`src/rtl/rupt_sched_pkg.sv`:
```
// +----------------------------------------------------------------------+
// | rupt_pkg                                                             |
// | Shared types, source indices and vector helper for the RUPT          |
// | scheduler.                                                           |
// | Rev 1.0 - initial release                                            |
// +----------------------------------------------------------------------+
`default_nettype none

package rupt_pkg;

    typedef enum logic [1:0] {
        IDLE  = 2'd0,
        ARMED = 2'd1,
        FIRE  = 2'd2,
        INSVC = 2'd3
    } rupt_state_t;

    localparam int          C_NRUPT    = 10;
    localparam logic [11:0] C_VEC_BASE = 12'o4000;

    localparam int T6RUPT   = 0;
    localparam int T5RUPT   = 1;
    localparam int T3RUPT   = 2;
    localparam int T4RUPT   = 3;
    localparam int KEYRUPT1 = 4;
    localparam int KEYRUPT2 = 5;
    localparam int UPRUPT   = 6;
    localparam int DOWNRUPT = 7;
    localparam int RADARUPT = 8;
    localparam int HANDRUPT = 9;

    // Trap address for source id at the default base: base + 4*(id+1).
    function automatic logic [11:0] rupt_vector(input logic [3:0] id);
        return C_VEC_BASE + {6'd0, id, 2'b00} + 12'd4;
    endfunction

endpackage

`default_nettype wire

```
`src/rtl/rupt_sched_prio_enc.sv`:
```
// +----------------------------------------------------------------------+
// | rupt_prio_enc                                                        |
// | Lowest-index-wins priority encoder with a valid flag.                |
// | Rev 1.0 - initial release                                            |
// +----------------------------------------------------------------------+
`default_nettype none

module rupt_prio_enc #(
    parameter int NRUPT = 10,
    parameter int IDX_W = 4
) (
    input  logic [NRUPT-1:0] req,
    output logic [IDX_W-1:0] idx,
    output logic             valid
);

    always_comb begin
        idx   = '0;
        valid = |req;
        // Scan downward so the lowest set index is the last to write.
        for (int i = NRUPT - 1; i >= 0; i--) begin
            if (req[i]) begin
                idx = IDX_W'(i);
            end
        end
    end

endmodule

`default_nettype wire

```
`src/rtl/rupt_sched.sv`:
```
// +----------------------------------------------------------------------+
// | rupt_sched                                                           |
// | Interrupt scheduler: latches sources, requests insertion at NISQ,    |
// | completes the KRPT handshake and watches for RUPT LOCK.              |
// | Rev 1.0 - initial release                                            |
// +----------------------------------------------------------------------+
`default_nettype none

module rupt_sched
    import rupt_pkg::*;
#(
    parameter int               NRUPT    = C_NRUPT,
    parameter int               VEC_W    = 12,
    parameter logic [VEC_W-1:0] VEC_BASE = 12'o4000,
    parameter logic [15:0]      LOCK_LIM = 16'd2000
) (
    input  logic             clk,
    input  logic             rst,
    input  logic [NRUPT-1:0] rupt_req,
    input  logic             inhint,
    input  logic             iip,
    input  logic             ext,
    input  logic             ovnhrp,
    input  logic             nisq,
    input  logic             krpt,
    output logic             rptset,
    output logic [3:0]       rupt_id,
    output logic [VEC_W-1:0] rupt_vec,
    output logic [NRUPT-1:0] pend,
    output logic             busy,
    output logic             rupt_lock
);

    rupt_state_t      r_state;
    rupt_state_t      w_nxt;
    logic [NRUPT-1:0] r_req_q;
    logic [NRUPT-1:0] r_pend;
    logic [NRUPT-1:0] w_set;
    logic [NRUPT-1:0] w_clr;
    logic             r_rptset;
    logic             r_busy;
    logic [3:0]       r_id;
    logic [VEC_W-1:0] r_vec;
    logic [15:0]      r_cnt;
    logic             r_lock;
    logic             w_allow;
    logic [3:0]       w_win;
    logic             w_win_vld;

    rupt_prio_enc #(
        .NRUPT (NRUPT),
        .IDX_W (4)
    ) u_prio (
        .req   (r_pend),
        .idx   (w_win),
        .valid (w_win_vld)
    );

    assign w_allow = w_win_vld & ~inhint & ~iip & ~ext & ~ovnhrp;
    assign w_set   = rupt_req & ~r_req_q;
    assign w_clr   = (r_state == FIRE && krpt) ? (NRUPT'(1) << r_id) : '0;

    always_comb begin
        w_nxt = r_state;
        case (r_state)
            IDLE:    if (w_allow) w_nxt = ARMED;
            ARMED:   if (!w_allow) w_nxt = IDLE;
                     else if (nisq) w_nxt = FIRE;
            FIRE:    if (krpt) w_nxt = INSVC;
            INSVC:   if (!iip) w_nxt = IDLE;
            default: w_nxt = IDLE;
        endcase
    end

    always_ff @(posedge clk) begin
        if (!rst) begin
            r_state  <= IDLE;
            r_req_q  <= '0;
            r_pend   <= '0;
            r_rptset <= 1'b0;
            r_busy   <= 1'b0;
            r_id     <= '0;
            r_vec    <= '0;
        end else begin
            r_state  <= w_nxt;
            r_req_q  <= rupt_req;
            // A new edge overrides the acknowledge clear on the same bit.
            r_pend   <= (r_pend & ~w_clr) | w_set;
            r_rptset <= (w_nxt == ARMED) || (w_nxt == FIRE);
            r_busy   <= (w_nxt != IDLE);
            if (r_state == ARMED && w_nxt == FIRE) begin
                r_id  <= w_win;
                r_vec <= VEC_BASE + VEC_W'(rupt_vector(w_win) - C_VEC_BASE);
            end
        end
    end

    // Lock watchdog runs on IIP alone, independent of the scheduler state.
    always_ff @(posedge clk) begin
        if (!rst) begin
            r_cnt  <= '0;
            r_lock <= 1'b0;
        end else begin
            if (!iip) begin
                r_cnt <= '0;
            end else if (r_cnt != LOCK_LIM) begin
                r_cnt <= r_cnt + 16'd1;
            end
            r_lock <= (r_cnt == LOCK_LIM);
        end
    end

    assign rptset    = r_rptset;
    assign rupt_id   = r_id;
    assign rupt_vec  = r_vec;
    assign pend      = r_pend;
    assign busy      = r_busy;
    assign rupt_lock = r_lock;

endmodule

`default_nettype wire

```
`config.mk`:
```
export PLATFORM = sky130hd
export DESIGN_NAME = rupt_sched
export DESIGN_NICKNAME = d
export VERILOG_FILES = /design/src/rtl/rupt_sched_pkg.sv /design/src/rtl/rupt_sched_prio_enc.sv /design/src/rtl/rupt_sched.sv
export SDC_FILE = /design/constraint.sdc
export NUM_CORES = 1
export LEC_CHECK = 0
export ABC_AREA = 1
export BUFFER_PORTS_ARGS = -buffer_cell sky130_fd_sc_hd__clkbuf_2
export CORE_UTILIZATION = 50
export CTS_BUF_LIST = sky130_fd_sc_hd__clkbuf_8
export DETAILED_ROUTE_END_ITERATION = 8
export PLACE_DENSITY = 0.74
export SETUP_SLACK_MARGIN = 0.2
export SLEW_MARGIN = 20
export SYNTH_ARGS = -nofsm -noshare
export SYNTH_HDL_FRONTEND = slang
export SYNTH_SLANG_ARGS = --single-unit
export TNS_END_PERCENT = 30
```
`constraint.sdc`:
```
create_clock -name clk -period 2.2 [get_ports clk]
set_input_delay 0.22 -clock clk [delete_from_list [all_inputs] [get_ports clk]]
set_output_delay 0.22 -clock clk [all_outputs]
set_load 0.02 [all_outputs]
```
Word level (Yosys, flattened, before mapping)
Cells that the tools add are included.
{"block": "totals", "regBits": 57, "latch_bits": 0, "ram_bits": 0, "rom_bits": 0, "input_bits": 18, "mem_count": 0}
{"block": "classes", "n_addsub": 5, "mul": 0, "div": 0, "order_cmp": 0, "n_eq_ne": 7, "shifts": 1, "muxes": 17, "bitwise": 13, "n_reduce_logical": 7}
{"op": "$mux 4", "n": 10}
{"op": "$and 10x10->10", "n": 2}
{"op": "$not 10->10", "n": 2}
{"op": "$add 16x1->16 const B", "n": 1}
{"op": "$eq 16x11->1 const B", "n": 1}
{"op": "$ne 16x11->1 const B", "n": 1}
{"op": "$add 12x12->12 const A", "n": 1}
{"op": "$add 12x3->12 const B", "n": 1}
{"op": "$add 12x6->12 const A", "n": 1}
{"op": "$sub 12x12->12 const B", "n": 1}
{"op": "$mux 10", "n": 1}
{"op": "$mux 2", "n": 5}
{"op": "$or 10x10->10", "n": 1}
{"op": "$reduce_or 10->1", "n": 1}
{"op": "$shl 1x4->10 const A", "n": 1}
{"op": "$pmux 2 s4", "n": 1}
{"op": "$eq 2x2->1 const B", "n": 3}
{"op": "$and 1x1->1", "n": 4}
{"op": "$eq 2x1->1 const B", "n": 2}
{"op": "$not 1->1", "n": 4}
{"op": "$logic_and 1x1->1", "n": 2}
{"op": "$logic_not 2->1", "n": 1}
{"op": "$reduce_and 2->1", "n": 1}
{"op": "$reduce_bool 2->1", "n": 1}
{"op": "$logic_or 1x1->1", "n": 1}

Longest topological paths before layout
{"block": "depth", "word_depth": 14, "depth_mapped": 15, "mapped_depth_nobuf": 15}

By module
A second synthesis with hierarchy kept.
{"block": "unflattened", "hier_cells": 330, "hier_area_um2": 2352.3}
{"module": "rupt_sched", "n_inst": 1, "cells_each": 302, "area_per_inst_um2": 2229.6}
{"module": "rupt_prio_enc", "n_inst": 1, "cells_each": 28, "area_per_inst_um2": 122.6}

Least setup slack after synthesis
Ideal clock, no wire load.
{"block": "synth_path", "path_type": "register -> register", "startpoint": "register r_pend[8], in the netlist pend[8]", "endpoint": "register r_vec[4], in the netlist rupt_vec[4]", "setup_time_ps": 114, "arrival_ps": 1963, "required_time_ps": 2086, "path_slack_ps": 123, "stages_incl_launch_ff": 12, "path_buffers": 1, "path_cell_list": "dfxtp_1 > or2_2 > o31a_1 > nand3_1 > nand2_1 > ha_1 > nand2_1 > inv_1 > buf_4 > o21ai_0 > o21bai_1 > inv_1"}
{"block": "synth_between", "word_cells_on_any_way": 23}
{"item": "start: declaration", "line": "rupt_sched.sv:37", "text": "logic [NRUPT-1:0] r_pend;"}
{"item": "start signal: assignment", "line": "rupt_sched.sv:88", "text": "r_pend <= (r_pend & ~w_clr) | w_set;"}
{"item": "$reduce_or 10->1 (*)", "line": "rupt_sched_prio_enc.sv:19", "text": "valid = |req;"}
{"item": "$and 1x1->1 (*) (4 in series)", "line": "rupt_sched.sv:59", "text": "assign w_allow = w_win_vld & ~inhint & ~iip & ~ext & ~ovnhrp;"}
{"item": "$mux 2 (on tied branches)", "line": "rupt_sched.sv:67, rupt_sched.sv:66"}
{"item": "$pmux 2 s4 (*)", "line": "rupt_sched.sv:65", "text": "case (r_state)"}
{"item": "via w_nxt[1]", "line": "rupt_sched.sv:35", "text": "rupt_state_t w_nxt;"}
{"item": "$eq 2x2->1 (*)", "line": "rupt_sched.sv:91", "text": "if (r_state == ARMED && w_nxt == FIRE) begin"}
{"item": "$logic_and 1x1->1 (*)", "line": "rupt_sched.sv:91"}
{"item": "end signal: assignment", "line": "rupt_sched.sv:93", "text": "r_vec <= VEC_BASE + VEC_W'(rupt_vector(w_win) - C_VEC_BASE);"}
{"item": "end: declaration", "line": "rupt_sched.sv:43", "text": "logic [VEC_W-1:0] r_vec;"}
Mark *: on every way through the listed nets, which the timed path passes. The rest lies on a longest branch.
A chain may end at the register's enable or synchronous reset.

Worst setup path after layout
{"block": "layout_path", "startpoint": "register r_pend[0], in the netlist pend[0]", "endpoint": "register r_id[0], in the netlist rupt_id[0]"}
{"block": "layout_between", "elab_chain_len": 9, "word_cells_on_any_way": 11}
{"item": "$reduce_or 10->1 (*)", "line": "rupt_sched_prio_enc.sv:19"}
{"item": "$and 1x1->1 (*) (4 in series)", "line": "rupt_sched.sv:59"}
{"item": "$mux 2 (on tied branches)", "line": "rupt_sched.sv:67, rupt_sched.sv:66"}
{"item": "$pmux 2 s4 (*)", "line": "rupt_sched.sv:65"}
{"item": "via w_nxt[1]", "line": "rupt_sched.sv:35"}
{"item": "$eq 2x2->1 (*)", "line": "rupt_sched.sv:91"}
{"item": "$logic_and 1x1->1 (*)", "line": "rupt_sched.sv:91"}
{"item": "end signal: assignment", "line": "rupt_sched.sv:92", "text": "r_id <= w_win;"}
{"item": "end: declaration", "line": "rupt_sched.sv:42", "text": "logic [3:0] r_id;"}
Marks and branches as above.

==> results.json <==
{
  "p_sw_share_pct": 27.1,
  "route.met2.wl_um": 1890,
  "first_global_vias": 1662,
  "synth-edff-count": 0,
  "p_total_w": 0.00170,
  "finalSetupTns_ps": 0,
  "seq_power_share_pct": 57.4,
  "dp_cells": 371,
  "avgSynthCellArea_um2": 7.79,
  "dieArea_um2": 4740,
  "finish.instance_area_um2": 2620,
  "final_nets": 355,
  "num_vias": 1888,
  "critical_path_arrival_ps": 2120,
  "clkPwrFrac_pct": 31.8,
  "grt_max_degree": 23,
  "tightestPinTransition_ps": 508,
  "synth-adder-area-share_pct": 2.80,
  "synth_top_area_share_pct": 45.7,
  "critical_path.max_fanout": 5,
  "hold_viol": 0,
  "cellPowerDensity_nw_per_um2": 649,
  "synthMuxAreaShare_pct": 0,
  "cap_violations": 0,
  "route.met3.wl_um": 276,
  "seq_area_frac_synth_pct": 45.7,
  "p_switching_w": 0.000460,
  "fp.dieH_um": 68.9,
  "hold_class": "in2reg",
  "synth_simple_gate_area_share_pct": 24.5,
  "yosys_warnings": 0,
  "viasPerCell": 4.93,
  "die_w_um": 68.9,
  "critPathLaunchType": "register",
  "synthesis.area_um2": 2240,
  "placementRows": 23,
  "synthXorXnorAreaFrac_pct": 1.57,
  "synth.distinct_cells": 34,
  "crit_required_ps": 2400,
  "synthCells": 287,
  "cts_buffers": 5,
  "synth_top_family_by_area": "simple AND/OR/NAND/NOR gates",
  "core_um2": 4140,
  "dr.pass1.iters": 4,
  "drt-initial-drc-count": 109,
  "clk_pin_slew_worst_paths_ps": 90,
  "end_kind": "register",
  "drive_gt1_share_pct": 24.6,
  "grt_pass1_wl_um": 7460,
  "clkLatencyLatePin_ps": 310,
  "ant_nets": 0,
  "slew_headroom_pct": 66.1,
  "outcome": "complete, no violations",
  "place_area_um2": 2450,
  "cts_tree": "done",
  "utilization_pct": 63.2,
  "synth.ff_latch_count": 51,
  "p_leak_nw": 1.22,
  "hpwl_um": 3320,
  "skew_ps": 6.84,
  "grt_use_total_pct": 21.8,
  "synth_compound_area_share_pct": 13.8,
  "synth_top_area_cell": "dfxtp_1",
  "overflow": 0,
  "drc": 0,
  "vdd_ir_drop_max_v": 0.000608,
  "setup_violations": 0,
  "io_pins": 47,
  "post-route-period-util_pct": 87.1,
  "clockBufferDepth": 2,
  "cts_root_buf": "clkbuf_8",
  "cts_num_sinks": 51,
  "critPathKind": "reg2reg",
  "port_buffers": 40,
  "finalNonFillerCells": 383,
  "wl_per_cell_um": 11.8,
  "period_needed_ps": 1920,
  "routed_wl_um": 4530,
  "wl_met1_um": 2260,
  "synth_ff_type": "dfxtp_1",
  "h-tree-depth": 2,
  "diodes": 0,
  "synth.area.top_cells": "dfxtp_1 46%, nand2_1 9.1%, inv_1 8.4%, a21oi_1 4.5%, o21ai_0 4.0%",
  "rsz0062_at_grt": "yes",
  "antenna_found_initial": 0,
  "globalplace.congestion": 0.825,
  "initial_utilization_pct": 54.0,
  "ys_async_sr_fraction_pct": 0,
  "slew_viol_final": 0,
  "p_int_w": 0.00124,
  "fmax_ghz": 0.522,
  "routed.top_layer": "met4",
  "syn2layout_area_growth_pct": 17.1,
  "power_frac_comb_pct": 10.8
}
## power groups by stage
stage | combinational, W | clock [W] | sequential (W)
final | 0.000183 | 0.000540 | 0.000977
after global routing | 0.000206 | 0.000602 | 0.000981
after CTS | 0.000181 | 0.000557 | 0.000975
after detailed placement | 0.000180 | 0 | 0.000995
after global placement | 0.000177 | 0 | 0.000994
after floorplan | 0.000108 | 0 | 0.00101
## placed cells by master (no fill, tap or decap), types with 8 or more instances in the layout
cell type	n
nand2_1	52
dfxtp_1	47
inv_1	45
clkbuf_2	40
a21oi_1	20
nor2_1	18
o21ai_0	16
nand3_1	11
nor3_1	8
## final timing paths
path / from / slack [ps] / depth (start not counted) / to
hold / removal: rupt_req[1] / 100 / 3 / r_req_q[1]
setup / recovery: pend[0] / 280 / 11 / rupt_id[0]
setup reg to reg: pend[0] / 280 / 11 / rupt_id[0]
hold reg to reg: r_req_q[0] / 420 / 1 / pend[0]
## stage by stage
stage / worst slack [ps] / hold slack (ps)
5_1_grt: 153 / 96.8
2_1_floorplan: 207 / 327
3_5_place_dp: 63.0 / 415
6_report: 285 / 101
4_1_cts: 207 / 92.9
3_3_place_gp: 173 / 402
## critical path, stage by stage, from the launching register on
cell	delay (ps)
dfxtp_2	340
inv_2	70
nand4_1	160
o31a_1	360
nand3_2	80
nand2_2	70
ha_4	180
nand2_4	80
clkinvlp_4	130
buf_6	150
o21ai_0	130
a21oi_1	50
## cell type report
class | instances | area [um2]
multi-input cells | 180 | 1020
well taps | 50 | 62.6
fillers | 377 | 1530
clock inverters | 3 | 20.0
inverters | 50 | 191
repair buffers | 44 | 234
clock buffers | 5 | 68.8
flip-flops and latches | 51 | 1030
## synth_stat cells, types with 3 or more instances
library cell	count
dfxtp_1	51
ha_1	5
nor2_4	4
nor2_1	19
buf_4	7
o21ai_0	18
o32ai_1	6
nand4_1	3
nand2_1	54
inv_1	50
nor3_1	8
a21oi_1	20
nand3_1	13
## sequential cells by signal, summed over array words and instances (netlist names)
register,count
r_cnt,16
pend,10
r_req_q,10
rupt_vec,6
rupt_id,4
r_state,2
busy,1
rptset,1
rupt_lock,1
## layer usage
metal  track usage [%]  up-vias
li1                  -     1000
met1              29.4      830
met5                 0        -
met3              6.74        9
met4              10.5        0
met2              31.2       49
## cells by family (layout without fill, tap and decap cells)
kind of cell | Yosys count | after routing
AO/OA/AOI/OAI | 53 | 53
XOR/XNOR | 4 | 4
adder cells (fa/ha/maj) | 5 | 5
buffers and inverters | 61 | 102
flip-flops | 51 | 51
other | 1 | 6
AND/OR/NAND/NOR | 112 | 112
## timing repair
item / in CTS / in global routing
buffers inserted: 4 / 0
setup endpoints to repair: 7 / 9
resized for setup: 3 / 15
endpoints found under the hold margin: 0 / 0
hold buffers: 0 / 0
pin swaps: 1 / 3
No activity file was read; power rests on OpenSTA's default activity.
